[src/rtl/macc_seq.sv]
// macc_seq: job sequencer driving an external MACC.
// One job = cfg handshake, N operand pairs, one held result.
module macc_seq #(
  parameter int OP_WIDTH  = 16,
  parameter int ACC_WIDTH = 32,
  parameter int LEN_WIDTH = 16
) (
  input  logic                 clk,
  input  logic                 reset,
  input  logic                 cfg_valid,
  output logic                 cfg_ready,
  input  logic [LEN_WIDTH-1:0] cfg_len,
  input  logic                 cfg_square,
  input  logic                 cfg_bias_en,
  input  logic [ACC_WIDTH-1:0] cfg_bias,
  input  logic                 in_valid,
  output logic                 in_ready,
  input  logic [OP_WIDTH-1:0]  in_op_0,
  input  logic [OP_WIDTH-1:0]  in_op_1,
  output logic                 out_valid,
  input  logic                 out_ready,
  input  logic                 abort,
  output logic                 err,
  output logic                 busy,
  output logic                 macc_enable,
  output logic                 macc_clear,
  output logic [2:0]           macc_op_code,
  output logic [OP_WIDTH-1:0]  macc_op_0,
  output logic [OP_WIDTH-1:0]  macc_op_1,
  output logic [ACC_WIDTH-1:0] macc_op_add
);

  typedef enum logic [2:0] {
    IDLE,
    RUN,
    DRAIN,
    HOLD,
    ABORT
  } state_t;

  state_t               state;
  logic [LEN_WIDTH-1:0] remaining;
  logic                 first;
  logic [1:0]           drain_cnt;
  logic [1:0]           abort_cnt;
  logic                 square_q;
  logic                 bias_en_q;
  logic [ACC_WIDTH-1:0] bias_q;

  // Handshakes decode from state; abort masks them in the same cycle.
  always_comb begin
    cfg_ready   = (state == IDLE);
    in_ready    = (state == RUN) && !abort;
    out_valid   = (state == HOLD) && !abort;
    busy        = (state != IDLE);
    macc_enable = in_valid && in_ready;
    macc_clear  = (state == ABORT) && (abort_cnt == 2'd2);
    macc_op_0   = in_op_0;
    macc_op_1   = in_op_1;
    macc_op_add = bias_q;
    macc_op_code = 3'b000;
    if (state == RUN) begin
      if (first)
        macc_op_code = {bias_en_q, 1'b0, square_q};
      else
        macc_op_code = {1'b0, 1'b1, square_q};
    end
  end

  // Job FSM: count elements, wait out MACC latency, hold result.
  always_ff @(posedge clk or posedge reset) begin
    if (reset) begin
      state     <= IDLE;
      remaining <= '0;
      first     <= 1'b0;
      drain_cnt <= 2'd0;
      abort_cnt <= 2'd0;
      square_q  <= 1'b0;
      bias_en_q <= 1'b0;
      bias_q    <= '0;
      err       <= 1'b0;
    end else begin
      err <= 1'b0;
      case (state)
        IDLE: begin
          if (cfg_valid) begin
            square_q  <= cfg_square;
            bias_en_q <= cfg_bias_en;
            bias_q    <= cfg_bias;
            remaining <= cfg_len;
            if (cfg_len == '0) begin
              err <= 1'b1;
            end else begin
              state <= RUN;
              first <= 1'b1;
            end
          end
        end
        RUN: begin
          if (abort) begin
            state     <= ABORT;
            abort_cnt <= 2'd2;
          end else if (in_valid) begin
            remaining <= remaining - LEN_WIDTH'(1);
            first     <= 1'b0;
            if (remaining == LEN_WIDTH'(1)) begin
              state     <= DRAIN;
              drain_cnt <= 2'd2;
            end
          end
        end
        DRAIN: begin
          if (abort) begin
            state     <= ABORT;
            abort_cnt <= 2'd2;
          end else begin
            drain_cnt <= drain_cnt - 2'd1;
            if (drain_cnt == 2'd1)
              state <= HOLD;
          end
        end
        HOLD: begin
          if (abort) begin
            state     <= ABORT;
            abort_cnt <= 2'd2;
          end else if (out_ready) begin
            state <= IDLE;
          end
        end
        ABORT: begin
          abort_cnt <= abort_cnt - 2'd1;
          if (abort_cnt == 2'd0)
            state <= IDLE;
        end
        default: state <= IDLE;
      endcase
    end
  end

endmodule

[config.mk]
export PLATFORM = sky130hd
export DESIGN_NAME = macc_seq
export DESIGN_NICKNAME = d
export VERILOG_FILES = /design/src/rtl/macc_seq.sv
export SDC_FILE = /design/constraint.sdc
export NUM_CORES = 1
export LEC_CHECK = 0
export CORE_MARGIN = 4
export CORE_UTILIZATION = 41
export DETAILED_ROUTE_END_ITERATION = 16
export GPL_TIMING_DRIVEN = 0
export PLACE_DENSITY = 0.85
export SLEW_MARGIN = 20
export SYNTH_ARGS = -nofsm -noshare
export SYNTH_HDL_FRONTEND = slang
export SYNTH_SLANG_ARGS = --single-unit
[constraint.sdc]
create_clock -name clk -period 2.8 [get_ports clk]
set_clock_uncertainty 0.1 [all_clocks]
set_input_delay 0.84 -clock clk [delete_from_list [all_inputs] [get_ports clk]]
set_output_delay 0.84 -clock clk [all_outputs]
set_load 0.03 [all_outputs]
* Yosys cells after proc, flatten, opt, wreduce, memory -nomap -nowiden
Cells that the tools add are included.
** Storage, ports and cells
- Logic and storage cells :: 82
- Output and inout port bits :: 74
- Register bits after elaboration :: 59
** Operators by class
- Eq/ne operators :: 19
- Reductions and logical operators :: 19
- $add $sub $neg :: 3
- Multiplexer cells :: 32
** Operator list (number)
- 16-bit two-way mux :: 3
- 3-bit two-way mux :: 12
- 16-bit case mux with 2 select lines :: 1
- 16-bit by 1-bit == test with 1-bit output (second input constant) :: 1
- 16-bit zero test :: 1
- 16-bit by 1-bit subtractor with 16-bit output (second input constant) :: 1
- 3-bit case mux with 5 select lines :: 1
- 2-bit two-way mux :: 5
- 2-bit inequality test (second input constant) :: 5
- 5-bit AND reduction :: 2
- 3-bit inequality test (second input constant) :: 3
- 2-bit case mux with 2 select lines :: 2
- 1-bit two-way mux :: 7
- 7-bit AND reduction :: 1
- 3-bit by 2-bit == test with 1-bit output (second input constant) :: 2
- 2-bit by 1-bit inequality test with 1-bit output (second input constant) :: 3
- 2-bit nonzero test :: 3
- 1-bit logical AND :: 4
- 2-bit AND reduction :: 2
- 4-bit AND reduction :: 1
- 2-bit by 1-bit subtractor with 2-bit output (second input constant) :: 2
- 3-bit by 1-bit == test with 1-bit output (second input constant) :: 1
- 3-bit == test (second input constant) :: 1
- 3-bit zero test :: 1
- other kinds (8) :: 8

* Longest topological paths before layout
- Depth after elaboration :: 5
- Mapped depth :: 8
- Gate-level depth less buffers :: 7

* Worst setup path before layout
Ideal clock, no wire load.
- Path type :: input-to-output
- Start :: input port abort
- End :: output port out_valid
- Data arrival time :: 1.726 ns
- Cell stages on the path :: 2
- Required time :: 1.860 ns
- Setup slack :: 0.134 ns
- Path through :: buf_2 > nor3_1
** Between the ends
- Word-level cells in the longest chain between the ends :: 2
** RTL lines
- from (decl) :: RTL line 22 : input logic abort,
- 1-bit zero test :: RTL line 54 : out_valid = (state == HOLD) && !abort;
- 1-bit logical AND :: RTL line 54
- to (decl) :: RTL line 20 : output logic out_valid,
No other way between the ends.

* Worst setup path after layout
- Start :: register state[1]
- End :: output port macc_op_code[1]
** Between the ends
- Word-level cells in the longest chain between the ends :: 2
** RTL lines
- from (decl) :: RTL line 41 : state_t state;
- from (signal assigned) :: RTL line 73 : state <= IDLE;
- from (signal assigned) :: RTL line 94 : state <= RUN;
- from (signal assigned) :: RTL line 101 : state <= ABORT;
- 3-bit by 1-bit == test with 1-bit output :: RTL line 62 : if (state == RUN) begin
- 3-bit two-way mux :: RTL line 62
- to (decl) :: RTL line 27 : output logic [2:0] macc_op_code,
No other way between the ends.

==> results.yml <==
cts:
  htree_levels: 3
  cts.sinks: 59
  clk_pin_slew_ns: 0.07
  cts-root-buf: "clkbuf_8"
  cts_hold_buffers: 0
  clk_latency_ns: 0.34
  cts_tree: "done"
  numCtsBuffers: 9
  clockBufferDepth: 2
die:
  core_area_sq_mm: 0.00777
  die_h_um: 97.7
  initial_utilization: 0.424
  die_x_um: 97.7
  rows: 32
  pin_count: 162
  dieArea_sq_mm: 0.00954
finish:
  stdcell_count: 560
  antenna_cells: 0
  area_growth_pct: 50.3
  design_area_sq_mm: 0.00495
  drive_gt1_frac: 0.210
  nets: 546
  nFillCells: 615
synthesis:
  synth_seq_cells: 59
  postSynthCellCount: 312
  synthTopCellsByArea: "dfrtp_1, mux2_1, buf_4"
  yosys.cell_count.top_type: "dfrtp_1"
  synth_top_area_frac: 0.448
  mappedNetlistArea_sq_mm: 0.00330
  ys.flop_type: "dfrtp_1"
  synth_edf_count: 0
  synth_top_cell_by_area: "dfrtp_1"
  synthTopCellsByCount: "dfrtp_1, buf_4, mux2_1"
  synth_seq_area_share: 0.448
  synthArstFlopShare: 1.00
  syn-num-nets: 405
  synth_cell_type_count: 51
  avgSynthCellArea_sq_um: 10.6
  yosysWarnings: 0
global_route:
  grt_max_degree: 38
  grt_antenna_before_repair: 0
  grt_pass1_wl_um: 14800
  grt_overflow: 0
  grt_usage: 0.190
  grt_pass1_vias: 2947
min_path:
  hold_class: "reg -> reg"
power_and_ir_drop:
  vdd_ir_drop_max_uv: 483
  power.density_mw_per_mm2: 1060
  power.leakage_nw: 2.12
detailed_routing:
  viasPerCell: 5.22
  drt_iter0_markers: 140
  wl_met1_um: 3710
  drt_pass1_iterations: 4
  top_layer: "met4"
  wl_met2_um: 4470
  routedWlPerCell_um: 16.1
  post-route-drc-count: 0
  postRouteWirelength_um: 9010
  vias: 2921
  met3_length_um: 679
  ant_nets: 0
setup_path:
  crit_arrival_ns: 1.80
  cp.required_ns: 1.86
  cp_max_fo: 10
  cp-end-kind: "output pin"
  worst_setup_path_start_kind: "flop"
  criticalPathCategory: "reg -> out"
place:
  dpl-instance-area_sq_mm: 0.00473
  gp_congestion: 0.814
  dp_hpwl_um: 7060
  io_buffers: 128
  place_inst: 543
outcome:
  status: "complete, no violations"
timing:
  hold_viol: 0
  worstMarginPinSlew_ns: 0.513
  period_needed_ns: 2.74
  slew_violations: 0
  fmax_ghz: 0.365
  post-route-period-util: 0.978
  setup_viol: 0
  rsz0062_at_grt: "false"
  max_slew_margin: 0.655
job:
  maxCapViolCount: 0
==> final timing paths <==
check	from	cells after the start	slack, ns	endpoint
max reg2reg	remaining[0]	7	0.62	remaining[14]
max in group asynchronous	reset	3	1.37	abort_cnt[1]
min in group asynchronous	reset	2	0.72	macc_op_add[3]
min	macc_op_add[11]	1	0.38	macc_op_add[11]
min reg2reg	macc_op_add[11]	1	0.38	macc_op_add[11]
max	state[1]	6	0.06	macc_op_code[1]
==> routing by layer <==
metal | global-route usage | up-vias
met5 | 0 | -
met4 | 0.0682 | 0
met3 | 0.0488 | 12
met2 | 0.316 | 141
met1 | 0.239 | 1396
li1 | - | 1372
==> placed cells by master (no fill, tap or decap), types with 5 or more instances in the layout <==
cell type	instances
mux2_1	27
dfrtp_1	59
nand2_1	13
buf_6	9
inv_1	10
a21oi_1	22
o21ai_0	9
nor2_1	20
clkdlybuf4s50_1	119
clkbuf_8	11
nor4_1	5
o21ai_1	7
buf_2	7
nand3_1	8
buf_4	35
nor3_1	7
ha_1	5
mux2_2	7
==> power breakdown <==
group	leakage (nW)	internal [mW]	total (mW)	switching [mW]
sequential	0.697	1.27	1.59	0.321
clock	0.102	0.435	0.795	0.360
combinational	1.32	1.29	2.88	1.59
total	2.12	3.00	5.26	2.27
==> stage by stage <==
| step | setup TNS (ns) | utilization | power, mW | worst slack (ns) | hold WS (ns) |
|---|---|---|---|---|---|
| 2_1_floorplan | 0 | - | 3.42 | 0.134 | 0.357 |
| 3_3_place_gp | -43.34 | 0.606 | 4.35 | -0.710 | 0.367 |
| 3_5_place_dp | -1.60 | 0.609 | 4.45 | -0.466 | 0.376 |
| 4_1_cts | 0 | 0.637 | 5.29 | 0.00899 | 0.390 |
| 5_1_grt | 0 | 0.638 | 5.60 | 0.00744 | 0.409 |
| 6_report | 0 | 0.638 | 5.26 | 0.0606 | 0.384 |
==> worst max-delay path, cell delays in order, from the launching register on <==
cell and delay [ns]:
dfrtp_1 0.39, buf_6 0.15, or3b_1 0.37, buf_6 0.15, buf_4 0.18, nor2_4 0.10, buf_6 0.14
==> what timing repair did <==
action	in CTS	in global routing
setup endpoints to repair	8	5
gates resized for setup	38	6
pin swaps	0	1
buffers inserted	0	1
==> area by class of cell <==
cell class                      count  area [sq um]  share of cell area
Sequential cell                    59          1480               0.298
Multi-Input combinational cell    194          1430               0.289
Timing Repair Buffer              130          1290               0.261
Buffer                             48           377              0.0760
Clock buffer                       10           138              0.0278
Tap cell                          102           128              0.0258
Clock inverter                      6          65.1              0.0131
Inverter                           11          43.8             0.00884
==> state kept, by name, indices dropped and copies added, names as in the netlist <==
| name | cells |
|---|---|
| drain_cnt | 2 |
| first | 1 |
| square_q | 1 |
| macc_op_add | 32 |
| abort_cnt | 2 |
| remaining | 16 |
| err | 1 |
| state | 3 |
| bias_en_q | 1 |
==> cell families (layout without fill, tap and decap cells) <==
group	count (synthesis)	after routing	synth area share
fa+ha+maj	5	5	0.0190
mux	37	37	0.125
buf+inv	59	205	0.122
flops	59	59	0.448
simple gates	80	80	0.145
compound gates	72	72	0.140
No activity file was read; power rests on OpenSTA's default activity.
